## src/rtl/fifo_wr_arbiter_pkg.sv

```systemverilog
// Shared constants for the two-requester FIFO write-port arbiter.
package fifo_wr_arbiter_pkg;

    localparam int unsigned NUM_REQ        = 2;
    localparam logic        LAST_GRANT_RST = 1'b1;

    // Saturation value of a drop counter of the given width (all ones).
    function automatic int unsigned drop_sat(input int unsigned width);
        return (32'd1 << width) - 32'd1;
    endfunction

endpackage

```

## src/rtl/fifo_req_slot.sv

```systemverilog
// One-entry holding slot for a requester: captures ticks, counts ticks lost while occupied.
module fifo_req_slot
    import fifo_wr_arbiter_pkg::*;
#(
    parameter int unsigned B      = 3,
    parameter int unsigned DROP_W = 4
) (
    input  logic              clk,
    input  logic              reset,
    input  logic              tick,
    input  logic [B-1:0]      data,
    input  logic              served,
    output logic              pend,
    output logic [B-1:0]      hold,
    output logic [DROP_W-1:0] drop_cnt
);

    localparam logic [DROP_W-1:0] DROP_MAX = DROP_W'(drop_sat(DROP_W));

    // A slot being written this cycle frees up in time to accept a new tick.
    always_ff @(posedge clk or negedge reset) begin
        if (!reset) begin
            pend     <= 1'b0;
            hold     <= '0;
            drop_cnt <= '0;
        end else if (tick && (!pend || served)) begin
            pend <= 1'b1;
            hold <= data;
        end else if (tick) begin
            if (drop_cnt != DROP_MAX) begin
                drop_cnt <= drop_cnt + DROP_W'(1);
            end
        end else if (served) begin
            pend <= 1'b0;
        end
    end

endmodule

```

## src/rtl/fifo_wr_arbiter.sv

```systemverilog
// Round-robin sharing of a single FIFO write port between two tick-driven producers.
module fifo_wr_arbiter
    import fifo_wr_arbiter_pkg::*;
#(
    parameter int unsigned B      = 3,
    parameter int unsigned DROP_W = 4
) (
    input  logic              clk,
    input  logic              reset,
    input  logic              req0_tick,
    input  logic [B-1:0]      req0_data,
    input  logic              req1_tick,
    input  logic [B-1:0]      req1_data,
    input  logic              fifo_full,
    output logic              fifo_wr,
    output logic [B-1:0]      fifo_w_data,
    output logic              grant_id,
    output logic              busy0,
    output logic              busy1,
    output logic [DROP_W-1:0] drop_cnt0,
    output logic [DROP_W-1:0] drop_cnt1
);

    logic [NUM_REQ-1:0] tick;
    logic [B-1:0]       data   [NUM_REQ];
    logic [NUM_REQ-1:0] pend;
    logic [NUM_REQ-1:0] served;
    logic [B-1:0]       hold   [NUM_REQ];
    logic [DROP_W-1:0]  drop   [NUM_REQ];
    logic               last_grant;
    logic               sel;

    assign tick    = {req1_tick, req0_tick};
    assign data[0] = req0_data;
    assign data[1] = req1_data;

    for (genvar i = 0; i < NUM_REQ; i++) begin : g_slot
        fifo_req_slot #(
            .B      (B),
            .DROP_W (DROP_W)
        ) u_slot (
            .clk      (clk),
            .reset    (reset),
            .tick     (tick[i]),
            .data     (data[i]),
            .served   (served[i]),
            .pend     (pend[i]),
            .hold     (hold[i]),
            .drop_cnt (drop[i])
        );
    end

    // Lone pending slot wins outright; a tie goes to the slot not granted last.
    always_comb begin
        sel = 1'b0;
        if (pend[0] && pend[1]) begin
            sel = ~last_grant;
        end else begin
            sel = pend[1];
        end
    end

    assign fifo_wr     = (|pend) & ~fifo_full;
    assign served[0]   = fifo_wr & ~sel;
    assign served[1]   = fifo_wr & sel;
    assign fifo_w_data = fifo_wr ? hold[sel] : '0;
    assign grant_id    = fifo_wr & sel;

    always_ff @(posedge clk or negedge reset) begin
        if (!reset) begin
            last_grant <= LAST_GRANT_RST;
        end else if (fifo_wr) begin
            last_grant <= sel;
        end
    end

    assign busy0     = pend[0];
    assign busy1     = pend[1];
    assign drop_cnt0 = drop[0];
    assign drop_cnt1 = drop[1];

endmodule

```

## config.mk

```make
export PLATFORM = sky130hd
export DESIGN_NAME = fifo_wr_arbiter
export DESIGN_NICKNAME = d
export VERILOG_FILES = /design/src/rtl/fifo_wr_arbiter_pkg.sv /design/src/rtl/fifo_req_slot.sv /design/src/rtl/fifo_wr_arbiter.sv
export SDC_FILE = /design/constraint.sdc
export NUM_CORES = 1
export LEC_CHECK = 0
export ABC_AREA = 1
export BUFFER_PORTS_ARGS = -buffer_cell sky130_fd_sc_hd__buf_2
export CAP_MARGIN = 20
export CELL_PAD_IN_SITES_DETAIL_PLACEMENT = 0
export CELL_PAD_IN_SITES_GLOBAL_PLACEMENT = 1
export CORE_MARGIN = 2
export CORE_UTILIZATION = 39
export CTS_CLUSTER_SIZE = 20
export DETAILED_ROUTE_END_ITERATION = 10
export HOLD_SLACK_MARGIN = 0.08
export PLACE_DENSITY = 0.79
export SLEW_MARGIN = 40
export SYNTH_ARGS = -nofsm -noshare
export SYNTH_HDL_FRONTEND = slang
export SYNTH_SLANG_ARGS = --single-unit
```

## constraint.sdc

```tcl
create_clock -name clk -period 1.8 [get_ports clk]
set_input_delay 0.18 -clock clk [delete_from_list [all_inputs] [get_ports clk]]
set_output_delay 0.18 -clock clk [all_outputs]
set_load 0.01 [all_outputs]
```

==> run_results.csv <==
group,metric,value,unit
final_layout,num_antenna_cells,0,
yosys,synth.distinct_cells,22,
grt,antenna_found_initial,0,
grt,grt_usage,13.7,%
final_layout,area_delta_synth_final,22.1,%
flow_run,drv_cap,0,
floorplanning,die_w,51.9,um
pwr,peakVddDrop,816,uV
floorplanning,fp.dieH,51.9,um
routing,drt_pre_antenna_iters,4,
clock_tree,cts.htree.levels,1,
worst_setup_path,path_cells,"nand2_2, nand2_2, o21ai_0, nor2_1, buf_2",
sta,max_freq,635,MHz
routing,drcViolationCount,0,
run_status,status,"finished, final reports clean",
worst_setup_path,r2r_start,"g_slot[0].u_slot.drop_cnt[0]",
clock_tree,cts_buffers,3,
sta,slew_headroom,74.7,%
final_layout,drive_gt1_share,32.8,%
routing,wl_per_cell,10.5,um
worst_setup_path,endpoint_kind,"output pin",
min_path,hold_path_end,"g_slot[1].u_slot.hold[0]",
placed_design,port_buffers,25,
worst_setup_path,critical_path.slowest_cell,"dfrtp_2",
grt,grt_pass1_wl,2730,um
placed_design,dp_hpwl,1300,um
yosys,synth_warnings,0,
yosys,synth_seq_area_share,47.7,%
grt,grt.overflow.total,0,
sta,period_share,87.5,%
clock_tree,clk_pin_slew,100,ps
clock_tree,cts_sinks,17,
grt,grt_max_degree,18,
final_layout,nNetsFinal,145,
sta,final_max_slew_viol_count,0,
sta,setup_viol,0,
pwr,power.total,1.72,mW
worst_setup_path,regToRegEndpoint,"g_slot[0].u_slot.drop_cnt[3]",
sta,final_hold_viol_count,0,
worst_setup_path,cpPeakStageDelay,500,ps
placed_design,placed_area,0.00104,mm2
final_layout,design_area,0.00109,mm2
min_path,hold_path_class,"input port to flop",
floorplanning,pin_count,26,
yosys,yosys_register_bits,17,
worst_setup_path,cp-start-kind,"flop",
sta,worst_slew_pin_slew,380,ps
routing,route.met2.wl,755,um
worst_setup_path,crit_top_cell,"nand2_2",
placed_design,place_congestion,0.777,
floorplanning,die_area,0.00269,mm2
pwr,p_per_area,1580,mW/mm2
worst_setup_path,critPathRequiredTime,1620,ps
clock_tree,root_buffer,"clkbuf_4",
sta,finalCriticalPeriod,1580,ps
routing,m1WireLength,820,um
yosys,syn_inst,101,
yosys,netlist_area,895,um2
floorplanning,initial_core_util,40.8,%
routing,wl_met3,79,um
routing,vias,745,
sta,rsz0062_at_grt,"no",
worst_setup_path,reg2reg_setup_slack,500,ps
clock_tree,clk_latency,290,ps
sta,final.setup.tns,0,ps
worst_setup_path,crit_path_max_fanout,9,
routing,ant_nets,0,
min_path,min_path_cells,3,
clock_tree,cts_tree,"done",
floorplanning,core-area,0.00219,mm2
pwr,p_leak,0.598,nW
worst_setup_path,rr_worst_depth,7,
routing,vias_per_cell,4.69,
yosys,syn_nets,114,
worst_setup_path,critical_path_class,"flop to output pin",
routing,drt_wl_total,1670,um
min_path,hold_start,"req1_data[0]",
floorplanning,core.rowCount,17,
yosys,avgSynthCellArea,8.86,um2
worst_setup_path,worstPathArrival,1400,ps
grt,grt_pass1_vias,652,
routing,top_layer,"met4",
sta,skew,6.76,ps
clock_tree,clockBufferDepth,2,
routing,drt_iter0_markers,15,
[registers in the layout (all words and copies together) (netlist names)]
signal and cells:
g_slot.u_slot.hold 6, g_slot.u_slot.drop_cnt 8, g_slot.u_slot.pend 2, last_grant 1
[cells in the mapped netlist (all sizes together)]
library cell	instances	area, um2
nand4	5	31.3
buf	1	11.3
a21boi	1	18.8
dfrtp	16	400
a21oi	1	5.00
nor2	4	27.5
o21ai	7	35.0
nand3	13	70.1
dfstp	1	26.3
ha	2	25.0
xor2	2	17.5
o21a	1	7.51
nand2	34	158
inv	10	37.5
or2	1	6.26
xnor2	2	17.5
[cells by family (layout without fill, tap and decap cells)]
kind of cell             Yosys count  in the layout  synth area share, %
buffers and inverters             11             41                 5.45
flip-flops                        17             17                 47.7
adder cells (fa/ha/maj)            2              2                 2.80
AND/OR/NAND/NOR                   57             57                 32.7
AO/OA/AOI/OAI                     10             10                 7.41
XOR/XNOR                           4              4                 3.92
[cell usage in the layout, fill, tap and decap left out]
| master | n |
|---|---|
| clkinv_2 | 1 |
| xor2_1 | 2 |
| xnor2_1 | 2 |
| o21a_1 | 1 |
| dfstp_2 | 1 |
| nand2_2 | 3 |
| nand3_1 | 12 |
| nor2_1 | 1 |
| clkbuf_4 | 3 |
| nand3_2 | 1 |
| dlygate4sd3_1 | 2 |
| ha_1 | 2 |
| nand4_1 | 5 |
| inv_1 | 10 |
| or2_2 | 1 |
| o21ai_0 | 4 |
| a21boi_4 | 1 |
| nor2_4 | 1 |
| dfrtp_1 | 15 |
| nand2_1 | 28 |
| nor2_2 | 2 |
| o21ai_1 | 3 |
| nand2_4 | 3 |
| buf_2 | 25 |
| a21oi_1 | 1 |
| dfrtp_2 | 1 |
[final cells by class]
cell class,instances,area [um2]
Fill cell,219,1100
Inverter,10,37.5
Sequential cell,17,428
Timing Repair Buffer,27,145
Clock inverter,1,5.00
Tap cell,28,35.0
Multi-Input combinational cell,73,419
Clock buffer,3,22.5
[timing repair]
item / in CTS / in global routing
gates resized for setup: 0 / 1
setup endpoints to repair: 0 / 2
setup buffers: 0 / 0
hold buffers: 2 / 0
endpoints found under the hold margin: 17 / 0
[worst max-delay path by stage]
| stage | from | to | slack, ps | depth (start not counted) |
|---|---|---|---|---|
| after detailed placement | g_slot[0].u_slot.pend | fifo_w_data[2] | 450 | 5 |
| after global routing | last_grant | fifo_w_data[0] | 110 | 5 |
| after global placement | g_slot[0].u_slot.pend | fifo_w_data[2] | 500 | 5 |
| final | g_slot[0].u_slot.pend | fifo_w_data[2] | 220 | 5 |
| after CTS | g_slot[0].u_slot.pend | fifo_w_data[2] | 120 | 5 |
| after floorplan | g_slot[0].u_slot.drop_cnt[0] | g_slot[0].u_slot.drop_cnt[3] | 560 | 7 |
[where the power goes]
part	internal, mW	total (mW)	switching, mW
Combinational	0.329	0.768	0.440
Clock	0.0825	0.202	0.119
Sequential	0.566	0.754	0.188
[through the flow]
step / hold WS (ps) / utilization, % / std cells / setup slack, ps
final: 96.6 / 49.9 / 159 / 225
after global placement: 126 / 47.6 / 153 / 500
after detailed placement: 120 / 47.6 / 153 / 453
after global routing: 98.7 / 49.9 / 159 / 115
after CTS: 86.5 / 49.8 / 159 / 117
after floorplan: -116 / - / 101 / 563
[per-layer routing]
metal,track usage (%),vias to the layer above
met4,6.58,0
met3,2.59,2
met5,0,-
met1,18.0,340
li1,-,388
met2,21.5,15
[worst max-delay path: cells and delay by family, from the launching register on]
kind	cells	cell delay, ps
DFF	1	500
and+or+nand+nor	3	300
AOI/OAI and AO/OA	1	170
buffers and inverters	1	130
No activity file was read; power rests on OpenSTA's default activity.
